## src/rtl/fp_pkg.sv

```systemverilog
// Shared fp32 constants, FSM/class enums and operand classification helper.
package fp_pkg;

  localparam int unsigned FP_W    = 32;
  localparam int unsigned EXP_W   = 8;
  localparam int unsigned FRAC_W  = 23;
  localparam int unsigned MANT_W  = FRAC_W + 1;
  localparam int unsigned REM_W   = MANT_W + 1;
  localparam int unsigned QUO_W   = MANT_W + 2;
  localparam int unsigned EXPC_W  = 10;
  localparam int unsigned CNT_W   = 5;
  localparam int unsigned BIAS    = 127;

  localparam logic [FP_W-1:0] QNAN    = 32'h7FC0_0000;
  localparam logic [FP_W-1:0] POS_INF = 32'h7F80_0000;

  typedef enum logic [1:0] {
    IDLE  = 2'd0,
    DIV   = 2'd1,
    ROUND = 2'd2,
    DONE  = 2'd3
  } div_state_e;

  typedef enum logic [1:0] {
    ZERO = 2'd0,
    NORM = 2'd1,
    INF  = 2'd2,
    NAN  = 2'd3
  } fp_class_e;

  // Denormals (exponent 0) are classified as zero.
  function automatic fp_class_e classify(input logic [FP_W-1:0] x);
    fp_class_e cls;
    if (x[FP_W-2 -: EXP_W] == '0) begin
      cls = ZERO;
    end else if (x[FP_W-2 -: EXP_W] == '1) begin
      cls = (x[FRAC_W-1:0] == '0) ? INF : NAN;
    end else begin
      cls = NORM;
    end
    return cls;
  endfunction

endpackage

```

## src/rtl/sub_25bits.sv

```systemverilog
// 25-bit ripple subtractor: a - b as a + ~b + 1; carry_out high means a >= b.
module fa_cell (
  input  logic a,
  input  logic b,
  input  logic ci,
  output logic s,
  output logic co
);

  assign s  = a ^ b ^ ci;
  assign co = (a & b) | (ci & (a ^ b));

endmodule

module sub_25bits (
  input  logic [24:0] a,
  input  logic [24:0] b,
  output logic [24:0] diff,
  output logic        carry_out
);

  logic [25:0] carry;

  assign carry[0]  = 1'b1;
  assign carry_out = carry[25];

  // Ripple chain of full-adder cells over the inverted subtrahend.
  for (genvar i = 0; i < 25; i++) begin : g_bit
    fa_cell u_fa (
      .a  (a[i]),
      .b  (~b[i]),
      .ci (carry[i]),
      .s  (diff[i]),
      .co (carry[i+1])
    );
  end

endmodule

```

## src/rtl/fp32_div_seq.sv

```systemverilog
// Sequential fp32 divider: 26-step restoring mantissa division, RNE rounding.
module fp32_div_seq
  import fp_pkg::*;
(
  input  logic              i_clk,
  input  logic              i_rst_n,
  input  logic              i_valid,
  output logic              o_ready,
  input  logic [FP_W-1:0]   i_data_one,
  input  logic [FP_W-1:0]   i_data_two,
  output logic              o_valid,
  input  logic              i_ready,
  output logic [FP_W-1:0]   o_data,
  output logic              o_overflow,
  output logic              o_underflow,
  output logic              o_div_by_zero,
  output logic              o_invalid
);

  div_state_e               state_q, state_nxt;
  logic [CNT_W-1:0]         cnt_q;
  logic                     sign_q;
  logic signed [EXPC_W-1:0] exp_q;
  logic [MANT_W-1:0]        mb_q;
  logic [REM_W-1:0]         rem_q;
  logic [QUO_W-1:0]         quo_q;
  logic                     spec_q, spec_inv_q, spec_dbz_q;
  logic [FP_W-1:0]          spec_data_q;

  logic                     accept_c;
  logic                     ready_nxt, valid_nxt;

  // Acceptance-time special-case decode.
  fp_class_e                cls_a, cls_b;
  logic                     sign_c;
  logic                     spec_c, spec_inv_c, spec_dbz_c;
  logic [FP_W-1:0]          spec_data_c;

  // Subtractor shared by every DIV iteration.
  logic [REM_W-1:0]         sub_diff;
  logic                     sub_ge;
  logic [REM_W-1:0]         rem_sel;

  // Rounding datapath.
  logic [MANT_W-1:0]        norm_mant;
  logic                     guard, sticky, round_up;
  logic signed [EXPC_W-1:0] norm_exp, rnd_exp;
  logic [MANT_W:0]          mant_inc;
  logic [FRAC_W-1:0]        rnd_frac;
  logic [FP_W-1:0]          res_data;
  logic                     res_ovf, res_unf;

  assign accept_c = (state_q == IDLE) && i_valid;

  sub_25bits u_sub (
    .a         (rem_q),
    .b         ({1'b0, mb_q}),
    .diff      (sub_diff),
    .carry_out (sub_ge)
  );

  assign rem_sel = sub_ge ? sub_diff : rem_q;

  // State register.
  always_ff @(posedge i_clk or negedge i_rst_n) begin
    if (!i_rst_n) state_q <= IDLE;
    else          state_q <= state_nxt;
  end

  // Next-state logic.
  always_comb begin
    state_nxt = state_q;
    unique case (state_q)
      IDLE:    if (accept_c) state_nxt = DIV;
      DIV:     if (cnt_q == CNT_W'(QUO_W - 1)) state_nxt = ROUND;
      ROUND:   state_nxt = DONE;
      DONE:    if (i_ready) state_nxt = IDLE;
      default: state_nxt = IDLE;
    endcase
  end

  // Handshake outputs follow the upcoming state so they are registered.
  always_comb begin
    ready_nxt = 1'b0;
    valid_nxt = 1'b0;
    if (state_nxt == IDLE) ready_nxt = 1'b1;
    if (state_nxt == DONE) valid_nxt = 1'b1;
  end

  // Special-case decode of the incoming operand pair.
  always_comb begin
    cls_a       = classify(i_data_one);
    cls_b       = classify(i_data_two);
    sign_c      = i_data_one[FP_W-1] ^ i_data_two[FP_W-1];
    spec_c      = 1'b1;
    spec_inv_c  = 1'b0;
    spec_dbz_c  = 1'b0;
    spec_data_c = {sign_c, {(FP_W-1){1'b0}}};
    if (cls_a == NAN || cls_b == NAN ||
        (cls_a == ZERO && cls_b == ZERO) ||
        (cls_a == INF  && cls_b == INF)) begin
      spec_data_c = QNAN;
      spec_inv_c  = 1'b1;
    end else if (cls_a == INF) begin
      spec_data_c = {sign_c, POS_INF[FP_W-2:0]};
    end else if (cls_b == ZERO) begin
      spec_data_c = {sign_c, POS_INF[FP_W-2:0]};
      spec_dbz_c  = 1'b1;
    end else if (cls_b == INF || cls_a == ZERO) begin
      spec_data_c = {sign_c, {(FP_W-1){1'b0}}};
    end else begin
      spec_c = 1'b0;
    end
  end

  // Normalize, round to nearest-even, range-check, apply special override.
  always_comb begin
    norm_mant = quo_q[QUO_W-1] ? quo_q[QUO_W-1:2] : quo_q[QUO_W-2:1];
    guard     = quo_q[QUO_W-1] ? quo_q[1] : quo_q[0];
    sticky    = (quo_q[QUO_W-1] & quo_q[0]) | (rem_q != '0);
    norm_exp  = quo_q[QUO_W-1] ? exp_q : exp_q - 10'sd1;
    round_up  = guard & (sticky | norm_mant[0]);
    mant_inc  = {1'b0, norm_mant} + (MANT_W+1)'(round_up);
    // A carry-out leaves 1.0 in the upper bits; shifting right renormalizes.
    rnd_frac  = mant_inc[MANT_W] ? mant_inc[MANT_W-1:1] : mant_inc[FRAC_W-1:0];
    rnd_exp   = norm_exp + EXPC_W'(mant_inc[MANT_W]);
    res_ovf   = 1'b0;
    res_unf   = 1'b0;
    res_data  = {sign_q, rnd_exp[EXP_W-1:0], rnd_frac};
    if (spec_q) begin
      res_data = spec_data_q;
    end else if (rnd_exp >= 10'sd255) begin
      res_data = {sign_q, POS_INF[FP_W-2:0]};
      res_ovf  = 1'b1;
    end else if (rnd_exp <= 10'sd0) begin
      res_data = {sign_q, {(FP_W-1){1'b0}}};
      res_unf  = 1'b1;
    end
  end

  // Operand capture and restoring-division iterations.
  always_ff @(posedge i_clk or negedge i_rst_n) begin
    if (!i_rst_n) begin
      cnt_q       <= '0;
      sign_q      <= 1'b0;
      exp_q       <= '0;
      mb_q        <= '0;
      rem_q       <= '0;
      quo_q       <= '0;
      spec_q      <= 1'b0;
      spec_inv_q  <= 1'b0;
      spec_dbz_q  <= 1'b0;
      spec_data_q <= '0;
    end else if (accept_c) begin
      cnt_q       <= '0;
      sign_q      <= sign_c;
      exp_q       <= $signed({2'b00, i_data_one[FP_W-2 -: EXP_W]})
                   - $signed({2'b00, i_data_two[FP_W-2 -: EXP_W]})
                   + $signed(EXPC_W'(BIAS));
      mb_q        <= {1'b1, i_data_two[FRAC_W-1:0]};
      rem_q       <= {2'b01, i_data_one[FRAC_W-1:0]};
      quo_q       <= '0;
      spec_q      <= spec_c;
      spec_inv_q  <= spec_inv_c;
      spec_dbz_q  <= spec_dbz_c;
      spec_data_q <= spec_data_c;
    end else if (state_q == DIV) begin
      cnt_q <= cnt_q + CNT_W'(1);
      rem_q <= rem_sel << 1;
      quo_q <= {quo_q[QUO_W-2:0], sub_ge};
    end
  end

  // Registered result, flags and handshake outputs.
  always_ff @(posedge i_clk or negedge i_rst_n) begin
    if (!i_rst_n) begin
      o_ready       <= 1'b1;
      o_valid       <= 1'b0;
      o_data        <= '0;
      o_overflow    <= 1'b0;
      o_underflow   <= 1'b0;
      o_div_by_zero <= 1'b0;
      o_invalid     <= 1'b0;
    end else begin
      o_ready <= ready_nxt;
      o_valid <= valid_nxt;
      if (state_q == ROUND) begin
        o_data        <= res_data;
        o_overflow    <= res_ovf;
        o_underflow   <= res_unf;
        o_div_by_zero <= spec_dbz_q;
        o_invalid     <= spec_inv_q;
      end
    end
  end

endmodule

```

## config.mk

```make
export PLATFORM = sky130hd
export DESIGN_NAME = fp32_div_seq
export DESIGN_NICKNAME = d
export VERILOG_FILES = /design/src/rtl/fp_pkg.sv /design/src/rtl/sub_25bits.sv /design/src/rtl/fp32_div_seq.sv
export SDC_FILE = /design/constraint.sdc
export NUM_CORES = 1
export LEC_CHECK = 0
export CAP_MARGIN = 20
export CORE_ASPECT_RATIO = 0.6
export CORE_MARGIN = 2
export CORE_UTILIZATION = 55
export DETAILED_ROUTE_END_ITERATION = 7
export DONT_BUFFER_PORTS = 1
export PLACE_DENSITY_LB_ADDON = 0.1
export SYNTH_ARGS = -nofsm -noshare
export SYNTH_HDL_FRONTEND = slang
export SYNTH_HIERARCHICAL = 1
export SYNTH_SLANG_ARGS = --single-unit
```

## constraint.sdc

```tcl
create_clock -name i_clk -period 15.4 [get_ports i_clk]
set_clock_uncertainty 0.05 [all_clocks]
set_input_delay 1.54 -clock i_clk [delete_from_list [all_inputs] [get_ports i_clk]]
set_output_delay 1.54 -clock i_clk [all_outputs]
set_load 0.005 [all_outputs]
```

==> results.sh, run 1 <==
export IMPL_status="finished clean"
export IMPL_fp_dieW_um=165.8
export IMPL_drt_iter0_markers=599
export IMPL_synth_top_area_share_pct=39.11
export IMPL_globalplace_congestion=0.9360
export IMPL_synth_edf_count=0
export IMPL_drc=0
export IMPL_cp_max_fo=19
export IMPL_crit_path_end_kind="flip-flop"
export IMPL_fillers=1274
export IMPL_area_growth_pct=7.823
export IMPL_clkSlewWorstSetupHoldPaths_ns=0.06
export IMPL_crit_family="adder cells"
export IMPL_yosys_top_cells_area="dfrtp_1 39%, nand2_1 9.9%, fa_1 6.0%"
export IMPL_io_pins=106
export IMPL_async_flop_share_pct=100.0
export IMPL_ys_ff_latch=136
export IMPL_row_count=35
export IMPL_fin_nets=1055
export IMPL_wl_um=21670
export IMPL_dieHeight_um=101.1
export IMPL_crit_slowest_cell="fa_1"
export IMPL_place_ws_ns=3.962
export IMPL_core_sq_mm=0.01537
export IMPL_wire_per_inst_um=18.66
export IMPL_clkSinkCount=136
export IMPL_crit_buf_inv=1
export IMPL_htree_levels=4
export IMPL_register_area_sq_mm=0.003406
export IMPL_hold_viol_final=0
export IMPL_maxCapViolCount=0
export IMPL_rsz0062_at_grt="no"
export IMPL_cts_max_path_buffers=2
export IMPL_slowest_delay_ns=0.54
export IMPL_maxSlewHeadroom_pct=29.93
export IMPL_drtAntennaViolNets=0
export IMPL_antenna_found_initial=0
export IMPL_grt_max_degree=137
export IMPL_layout_drive_gt1_share_pct=8.664
export IMPL_p_leak_nw=3.934
export IMPL_timing_hold_ws_ns=0.4216
export IMPL_cts_resized=0
export IMPL_arrival_ns=11.75
export IMPL_synth_seq_area_share_pct=39.42
export IMPL_worstSetupPathType="flip-flop to flip-flop"
export IMPL_post_route_period_util_pct=74.79
export IMPL_path_common_cell="fa_1"
export IMPL_finalSetupTns_ns=0
export IMPL_p_total_mw=1.957
export IMPL_cts_tree="done"
export IMPL_stdcell_area_sq_mm=0.009313
export IMPL_vias_per_cell=6.073
export IMPL_utilization_pct=60.59
export IMPL_grt_pass1_vias=6832
export IMPL_grt_overflow=0
export IMPL_die_area_sq_mm=0.01676
export IMPL_grt_pass1_wl_um=35940
export IMPL_synth_cells=982
export IMPL_min_path_type="flip-flop to flip-flop"
export IMPL_vias=7051
export IMPL_ys_flop_type="dfrtp_1"
export IMPL_drv_slew=0
export IMPL_place_area_sq_mm=0.008716
export IMPL_start_util_pct=56.19
export IMPL_final_cells=1161
export IMPL_avgSynthCellArea_sq_um=8.795
export IMPL_postCtsSetupBuffers=0
export IMPL_layout_min_cycle_time_ns=11.52
export IMPL_yosys_warnings=6
export IMPL_setup_slack_ns=3.883
export IMPL_diodes=0
export IMPL_grt_total_usage_pct=26.97
export IMPL_syn_cell_area_sq_mm=0.008637
export IMPL_p_per_area_mw_per_mm2=210.1
export IMPL_synth_top_area_cell="dfrtp_1"
export IMPL_synth_nets=1091
export IMPL_cp_start_kind="flip-flop"
export IMPL_synth_most_common_cell="nand2_1"
export IMPL_dp_hpwl_um=15610
export IMPL_maxClockFrequency_mhz=86.83
export IMPL_cts_hold_fix_buffers=0
export IMPL_cp_required_ns=15.63
export IMPL_tightest_slew_ns=1.051
export IMPL_portBuffers=0
export IMPL_drt_pass1_iter_count=5
export IMPL_setup_violations_final=0
export IMPL_ys_types=65
export IMPL_dp_cells=1130
export IMPL_cts_root_buf="clkbuf_16"
export IMPL_clk_latency_ns=0.42
export IMPL_netlist_top_cells_count="227 x nand2_1, 135 x dfrtp_1, 81 x o21ai_0, 51 x clkbuf_1, 45 x inv_1"
export IMPL_ir_drop_v=0.0001034
export IMPL_cts_buffers=17
export IMPL_multi_input_area_sq_mm=0.004805
## metal layers
layer  vias to the layer above  wire length [um]  track usage (%)
li1                       3305                 -                -
met1                      3489             10520            39.94
met2                       237              9429            40.28
met3                        20              1516            6.282
met4                         0               203            6.488
met5                         -                 0                0
## cells by family after synthesis
family / after synthesis / share of synthesized area (%)
buffers and inverters: 110 / 5.099
adders and majority gates: 41 / 8.199
AOI/OAI and AO/OA: 195 / 14.72
other: 2 / 0.08695
muxes: 51 / 6.360
DFF: 136 / 39.42
and+or+nand+nor: 396 / 20.95
xor gates and xnor gates: 51 / 5.172
## report_power, final
group / internal (mW) / leakage, nW / switching, mW
Combinational: 0.388 / 1.92 / 0.446
Sequential: 0.513 / 1.73 / 0.194
Clock: 0.258 / 0.286 / 0.158
## final timing paths
path / cells past startpoint / slack, ns / endpoint / startpoint
setup reg to reg: 29 / 3.88 / rem_q[4] / rem_q[0]
setup / recovery: 29 / 3.88 / rem_q[4] / rem_q[0]
max in group asynchronous: 0 / 14.32 / quo_q[25] / i_rst_n
hold reg to reg: 1 / 0.42 / mb_q[23] / mb_q[23]
hold / removal: 1 / 0.42 / mb_q[23] / mb_q[23]
min in group asynchronous: 0 / 0.77 / mb_q[20] / i_rst_n
## flip-flops by register name (all words and copies together), names as in the netlist, 2 cells and up
signal,cells
state_q,2
cnt_q,5
spec_data_q,3
rem_q,25
exp_q,10
quo_q,26
mb_q,24
o_data,32
## layout by cell type (no fill, tap or decap), types with 21 or more instances in the layout
| master | instances |
|---|---|
| fa_1 | 26 |
| xnor2_1 | 24 |
| mux2_2 | 21 |
| nor2_1 | 41 |
| dfrtp_1 | 134 |
| nor4_1 | 21 |
| xor2_1 | 27 |
| mux2i_1 | 29 |
| inv_1 | 45 |
| o21ai_0 | 81 |
| nand2_1 | 227 |
| a21oi_1 | 23 |
## layout make-up
| cell class | count | area share [%] |
|---|---|---|
| Clock inverter | 11 | 1.612 |
| Multi-Input combinational cell | 736 | 51.59 |
| Clock buffer | 20 | 4.796 |
| Inverter | 45 | 1.814 |
| Tap cell | 203 | 2.727 |
| Sequential cell | 136 | 36.57 |
| Timing Repair Buffer | 10 | 0.8867 |
Power figures use the tool's default switching activity.
==> run 2, diff against run 1 <==
==> constraint.sdc (replaced) <==
create_clock -name i_clk -period 11.85 [get_ports i_clk]
set_clock_uncertainty 0.05 [all_clocks]
set_input_delay 1.185 -clock i_clk [delete_from_list [all_inputs] [get_ports i_clk]]
set_output_delay 1.185 -clock i_clk [all_outputs]
set_load 0.005 [all_outputs]
==> results.sh, run 2 (synthesis results as in run 1) <==
export IMPL_cts_tree="done"
export IMPL_min_path_type="input pin to asynchronous set/reset pin"
export IMPL_drt_iter0_markers=538
export IMPL_diodes=0
export IMPL_utilization_pct=60.53
export IMPL_p_leak_nw=3.927
export IMPL_cp_max_fo=18
export IMPL_cts_root_buf="clkbuf_16"
export IMPL_status="finished clean"
export IMPL_wl_um=21720
export IMPL_ff2ff_setup_slack_ns=0.40
export IMPL_maxSlewHeadroom_pct=28.17
export IMPL_final_cells=1163
export IMPL_drc=0
export IMPL_portBuffers=0
export IMPL_maxClockFrequency_mhz=87.32
export IMPL_drt_pass1_iter_count=5
export IMPL_slowest_delay_ns=0.45
export IMPL_grt_use_met2_pct=39.07
export IMPL_maxCapViolCount=0
export IMPL_timing_hold_ws_ns=0.4041
export IMPL_fin_nets=1057
export IMPL_clkSinkCount=136
export IMPL_most_common_layout_cells="227 x nand2_1, 134 x dfrtp_1, 81 x o21ai_0, 45 x inv_1, 41 x nor2_1"
export IMPL_dp_hpwl_um=15570
export IMPL_top_regs="o_data (32), quo_q (26), rem_q (25)"
export IMPL_grt_overflow=0
export IMPL_cts_max_path_buffers=2
export IMPL_ir_drop_v=0.0001297
export IMPL_antenna_found_initial=0
export IMPL_cp_required_ns=12.03
export IMPL_grt_total_usage_pct=26.87
export IMPL_dieHeight_um=101.1
export IMPL_crit_slowest_cell="fa_1"
export IMPL_largest_register_ffs=32
export IMPL_wire_per_inst_um=18.67
export IMPL_cp_startpoint="rem_q[0]"
export IMPL_vias_per_cell=6.105
export IMPL_cp_endpoint="rem_q[5]"
export IMPL_cts_hold_fix_buffers=0
export IMPL_fp_dieW_um=165.8
export IMPL_rr_startpoint="rem_q[0]"
export IMPL_use_met1_pct=39.70
export IMPL_tightest_slew_ns=1.075
export IMPL_setup_violations_final=0
export IMPL_htree_levels=4
export IMPL_path_common_cell="fa_1"
export IMPL_cp_start_kind="flip-flop"
export IMPL_hold_viol_final=0
export IMPL_grt_pass1_vias=6889
export IMPL_finalSetupTns_ns=0
export IMPL_clkSlewWorstSetupHoldPaths_ns=0.07
export IMPL_io_pins=106
export IMPL_ff2ff_path_depth=29
export IMPL_die_area_sq_mm=0.01676
export IMPL_dp_cells=1129
export IMPL_p_total_mw=2.526
export IMPL_p_per_area_mw_per_mm2=271.5
export IMPL_drv_slew=0
export IMPL_area_growth_pct=7.721
export IMPL_grtUsageMet3_pct=7.185
export IMPL_arrival_ns=11.64
export IMPL_fillers=1278
export IMPL_final_common_cell="nand2_1"
export IMPL_drtAntennaViolNets=0
export IMPL_post_route_period_util_pct=96.64
export IMPL_worstSetupPathType="flip-flop to flip-flop"
export IMPL_layout_drive_gt1_share_pct=9.063
export IMPL_grt_max_degree=137
export IMPL_row_count=35
export IMPL_start_util_pct=56.19
export IMPL_clk_latency_ns=0.42
export IMPL_globalplace_congestion=0.9512
export IMPL_layout_min_cycle_time_ns=11.45
export IMPL_grt_busiest_layer="met1"
export IMPL_core_sq_mm=0.01537
export IMPL_cts_buffers=17
export IMPL_rsz0062_at_grt="no"
export IMPL_crit_path_end_kind="flip-flop"
export IMPL_rr_endpoint="rem_q[5]"
export IMPL_grt_pass1_wl_um=35820
export IMPL_vias=7100
export IMPL_top_register="o_data"
[run 2: cell types whose count changed in the layout (fill, tap and decap cells not counted), sizes merged]
cell / change
buf: +2
bufinv: -1
clkinvlp: +1
inv: +2
clkbuf: -2
[run 2: repair_timing]
item                       in CTS  in global routing
setup buffers                   0                  3
gates resized for setup         0                  1
setup endpoints to repair       0                 12
[run 2: final cells by class]
| type | count | area (sq um) | area share [%] |
|---|---|---|---|
| clock inverter | 13 | 148.9 | 1.600 |
| clock buffer | 18 | 429.2 | 4.613 |
| multi-input combinational | 736 | 4807 | 51.67 |
| inverter | 45 | 168.9 | 1.815 |
| sequential | 136 | 3406 | 36.61 |
| timing repair buffer | 12 | 90.09 | 0.9683 |
| tap | 203 | 254.0 | 2.730 |
[run 2: critical path, delay by kind of cell (launching register included)]
kind / cells / cell delay, ns
adders and majority gates: 25 / 9.93
buffers and inverters: 1 / 0.24
DFF: 1 / 0.43
AOI/OAI and AO/OA: 2 / 0.31
muxes: 1 / 0.30
[run 2: per-stage QoR]
| step | cell area, sq um | setup slack [ns] |
|---|---|---|
| 6_report | 9304 | 0.3978 |
| 5_1_grt | 9304 | 0.02903 |
| 4_1_cts | 9279 | 0.2931 |
| 3_5_place_dp | 8701 | 0.2690 |
| 3_3_place_gp | 8701 | 0.5654 |
| 2_1_floorplan | 8637 | 0.7988 |
[run 2: worst min-delay path by stage]
stage | start | endpoint | slack [ns]
after global routing | i_rst_n | mb_q[18] | 0.39
final | i_rst_n | mb_q[18] | 0.40
after CTS | i_rst_n | mb_q[18] | 0.39
after global placement | mb_q[23] | mb_q[23] | 0.41
after detailed placement | mb_q[23] | mb_q[23] | 0.41
after floorplan | mb_q[23] | mb_q[23] | 0.38
[run 2: where the power goes]
group / internal, mW / total (mW) / leakage (nW) / switching (mW)
sequential: 0.666 / 0.916 / 1.73 / 0.250
combinational: 0.507 / 1.09 / 1.92 / 0.579
clock: 0.311 / 0.524 / 0.273 / 0.213
total: 1.48 / 2.53 / 3.93 / 1.04
[run 2: routing by layer]
layer	share of wire [%]	wire length [um]	vias to the layer above
met5	0	0	-
met4	1.3	282	0
met3	7.7	1681	28
met2	43	9413	282
met1	48	10340	3477
li1	-	-	3313
==> run 3, diff against run 2 <==
==> constraint.sdc (replaced) <==
create_clock -name i_clk -period 10.9 [get_ports i_clk]
set_clock_uncertainty 0.05 [all_clocks]
set_input_delay 1.09 -clock i_clk [delete_from_list [all_inputs] [get_ports i_clk]]
set_output_delay 1.09 -clock i_clk [all_outputs]
set_load 0.005 [all_outputs]
==> results.sh, run 3 (synthesis results as in run 1) <==
export IMPL_fillers=1322
export IMPL_grt_overflow=0
export IMPL_cp_required_ns=11.13
export IMPL_area_growth_pct=9.286
export IMPL_clkSlewWorstSetupHoldPaths_ns=0.06
export IMPL_rsz0062_at_grt="no"
export IMPL_htree_levels=4
export IMPL_wire_per_inst_um=19.03
export IMPL_place_ws_ns=-0.4097
export IMPL_most_common_layout_cells="227 x nand2_1, 134 x dfrtp_1, 80 x o21ai_0, 45 x inv_1, 41 x nor2_1"
export IMPL_comb_power_share_pct=42.4
export IMPL_arrival_ns=10.82
export IMPL_power_frac_clock_pct=22.8
export IMPL_power_switching_mw=1.141
export IMPL_maxClockFrequency_mhz=94.41
export IMPL_cp_endpoint="rem_q[5]"
export IMPL_grt_pass1_vias=6752
export IMPL_io_pins=106
export IMPL_multi_input_area_sq_mm=0.004845
export IMPL_cts_root_buf="clkbuf_16"
export IMPL_postCtsSetupBuffers=0
export IMPL_ff2ff_path_depth=29
export IMPL_drv_slew=0
export IMPL_fin_nets=1058
export IMPL_grt_total_usage_pct=27.09
export IMPL_tightest_slew_ns=1.040
export IMPL_drt_pass1_iter_count=6
export IMPL_cts_tree="done"
export IMPL_rr_endpoint="rem_q[5]"
export IMPL_fp_dieW_um=165.8
export IMPL_finalSetupTns_ns=0
export IMPL_grt_max_degree=137
export IMPL_cts_buffers=17
export IMPL_start_util_pct=56.19
export IMPL_setup_violations_final=0
export IMPL_crit_path_end_kind="flip-flop"
export IMPL_layout_drive_gt1_share_pct=10.52
export IMPL_drtAntennaViolNets=0
export IMPL_ff2ff_setup_slack_ns=0.31
export IMPL_setup_slack_ns=0.3080
export IMPL_cts_max_path_buffers=2
export IMPL_p_leak_nw=3.966
export IMPL_cp_max_fo=18
export IMPL_top_regs="o_data (32), quo_q (26), rem_q (25)"
export IMPL_globalplace_congestion=0.8911
export IMPL_vias=7025
export IMPL_dp_hpwl_um=15650
export IMPL_top_register="o_data"
export IMPL_status="finished clean"
export IMPL_portBuffers=0
export IMPL_path_common_cell="fa_2"
export IMPL_min_path_type="input pin to asynchronous set/reset pin"
export IMPL_seqPwrFrac_pct=34.9
export IMPL_cp_startpoint="rem_q[0]"
export IMPL_register_area_sq_mm=0.003406
export IMPL_hold_viol_final=0
export IMPL_largest_register_ffs=32
export IMPL_slowest_delay_ns=0.44
export IMPL_power_internal_mw=1.725
export IMPL_die_area_sq_mm=0.01676
export IMPL_final_common_cell="nand2_1"
export IMPL_utilization_pct=61.41
export IMPL_p_total_mw=2.866
export IMPL_switching_share_pct=39.80
export IMPL_grt_pass1_wl_um=35850
export IMPL_cts_hold_fix_buffers=0
export IMPL_drc=0
export IMPL_crit_slowest_cell="fa_1"
export IMPL_clk_latency_ns=0.41
export IMPL_place_area_sq_mm=0.008743
export IMPL_maxCapViolCount=0
export IMPL_drt_iter0_markers=465
export IMPL_worstSetupPathType="flip-flop to flip-flop"
export IMPL_row_count=35
export IMPL_antenna_found_initial=0
export IMPL_timing_hold_ws_ns=0.3136
export IMPL_clkSinkCount=136
export IMPL_p_per_area_mw_per_mm2=303.6
export IMPL_core_sq_mm=0.01537
export IMPL_dp_cells=1133
export IMPL_rr_startpoint="rem_q[0]"
export IMPL_layout_min_cycle_time_ns=10.59
export IMPL_final_cells=1163
export IMPL_ir_drop_v=0.0001306
export IMPL_dieHeight_um=101.1
export IMPL_maxSlewHeadroom_pct=29.73
export IMPL_cp_start_kind="flip-flop"
export IMPL_vias_per_cell=6.040
export IMPL_post_route_period_util_pct=97.17
export IMPL_wl_um=22130
export IMPL_stdcell_area_sq_mm=0.009439
export IMPL_diodes=0
run 3: changes by cell type in the layout (fill, tap and decap cells not counted), sizes merged:
| cell | previous run | this run |
|---|---|---|
| inv | 47 | 45 |
| clkinv | 6 | 4 |
| clkinvlp | 3 | 2 |
| bufinv | 2 | 6 |
| buf | 12 | 13 |
run 3: layout make-up:
type | instances | share of cell area [%]
multi-input cells | 736 | 51.33
flip-flops and latches | 136 | 36.08
clock buffers | 18 | 4.547
well taps | 203 | 2.691
clock inverters | 12 | 2.399
inverters | 45 | 1.790
repair buffers | 13 | 1.166
run 3: worst min-delay path by stage:
stage	from	to	cells past startpoint
finish	i_rst_n	mb_q[19]	0
global route	i_rst_n	mb_q[19]	0
CTS	i_rst_n	mb_q[20]	0
detailed placement	spec_dbz_q	o_div_by_zero	2
global placement	mb_q[23]	mb_q[23]	1
floorplan	mb_q[23]	mb_q[23]	1
run 3: routing by layer:
layer	track usage (%)	wire length, um
met4	5.886	248
met2	40.95	9711
met5	0	0
met1	39.56	10690
met3	6.949	1480
run 3: timing repair:
item,4_1_cts,5_1_grt
gates resized for setup,8,8
pin swaps,1,1
gates cloned,0,0
endpoints found under the hold margin,0,0
endpoints found under the setup margin,24,24
run 3: worst max-delay path, delay by kind of cell (launching register included):
kind / cells / cell delay, ns
adder cells (fa/ha/maj): 25 / 9.29
flip-flops: 1 / 0.40
multiplexers: 1 / 0.27
AO/OA/AOI/OAI: 2 / 0.25
buffers and inverters: 1 / 0.18
run 3: power groups by stage:
stage          sequential (mW)  combinational (mW)  clock [mW]
3_3_place_gp             0.989                1.13           0
3_5_place_dp              1.00                1.16           0
4_1_cts                  0.997                1.19       0.658
6_report                 0.999                1.21       0.652
5_1_grt                   1.04                1.37       0.681
2_1_floorplan            0.879               0.975           0
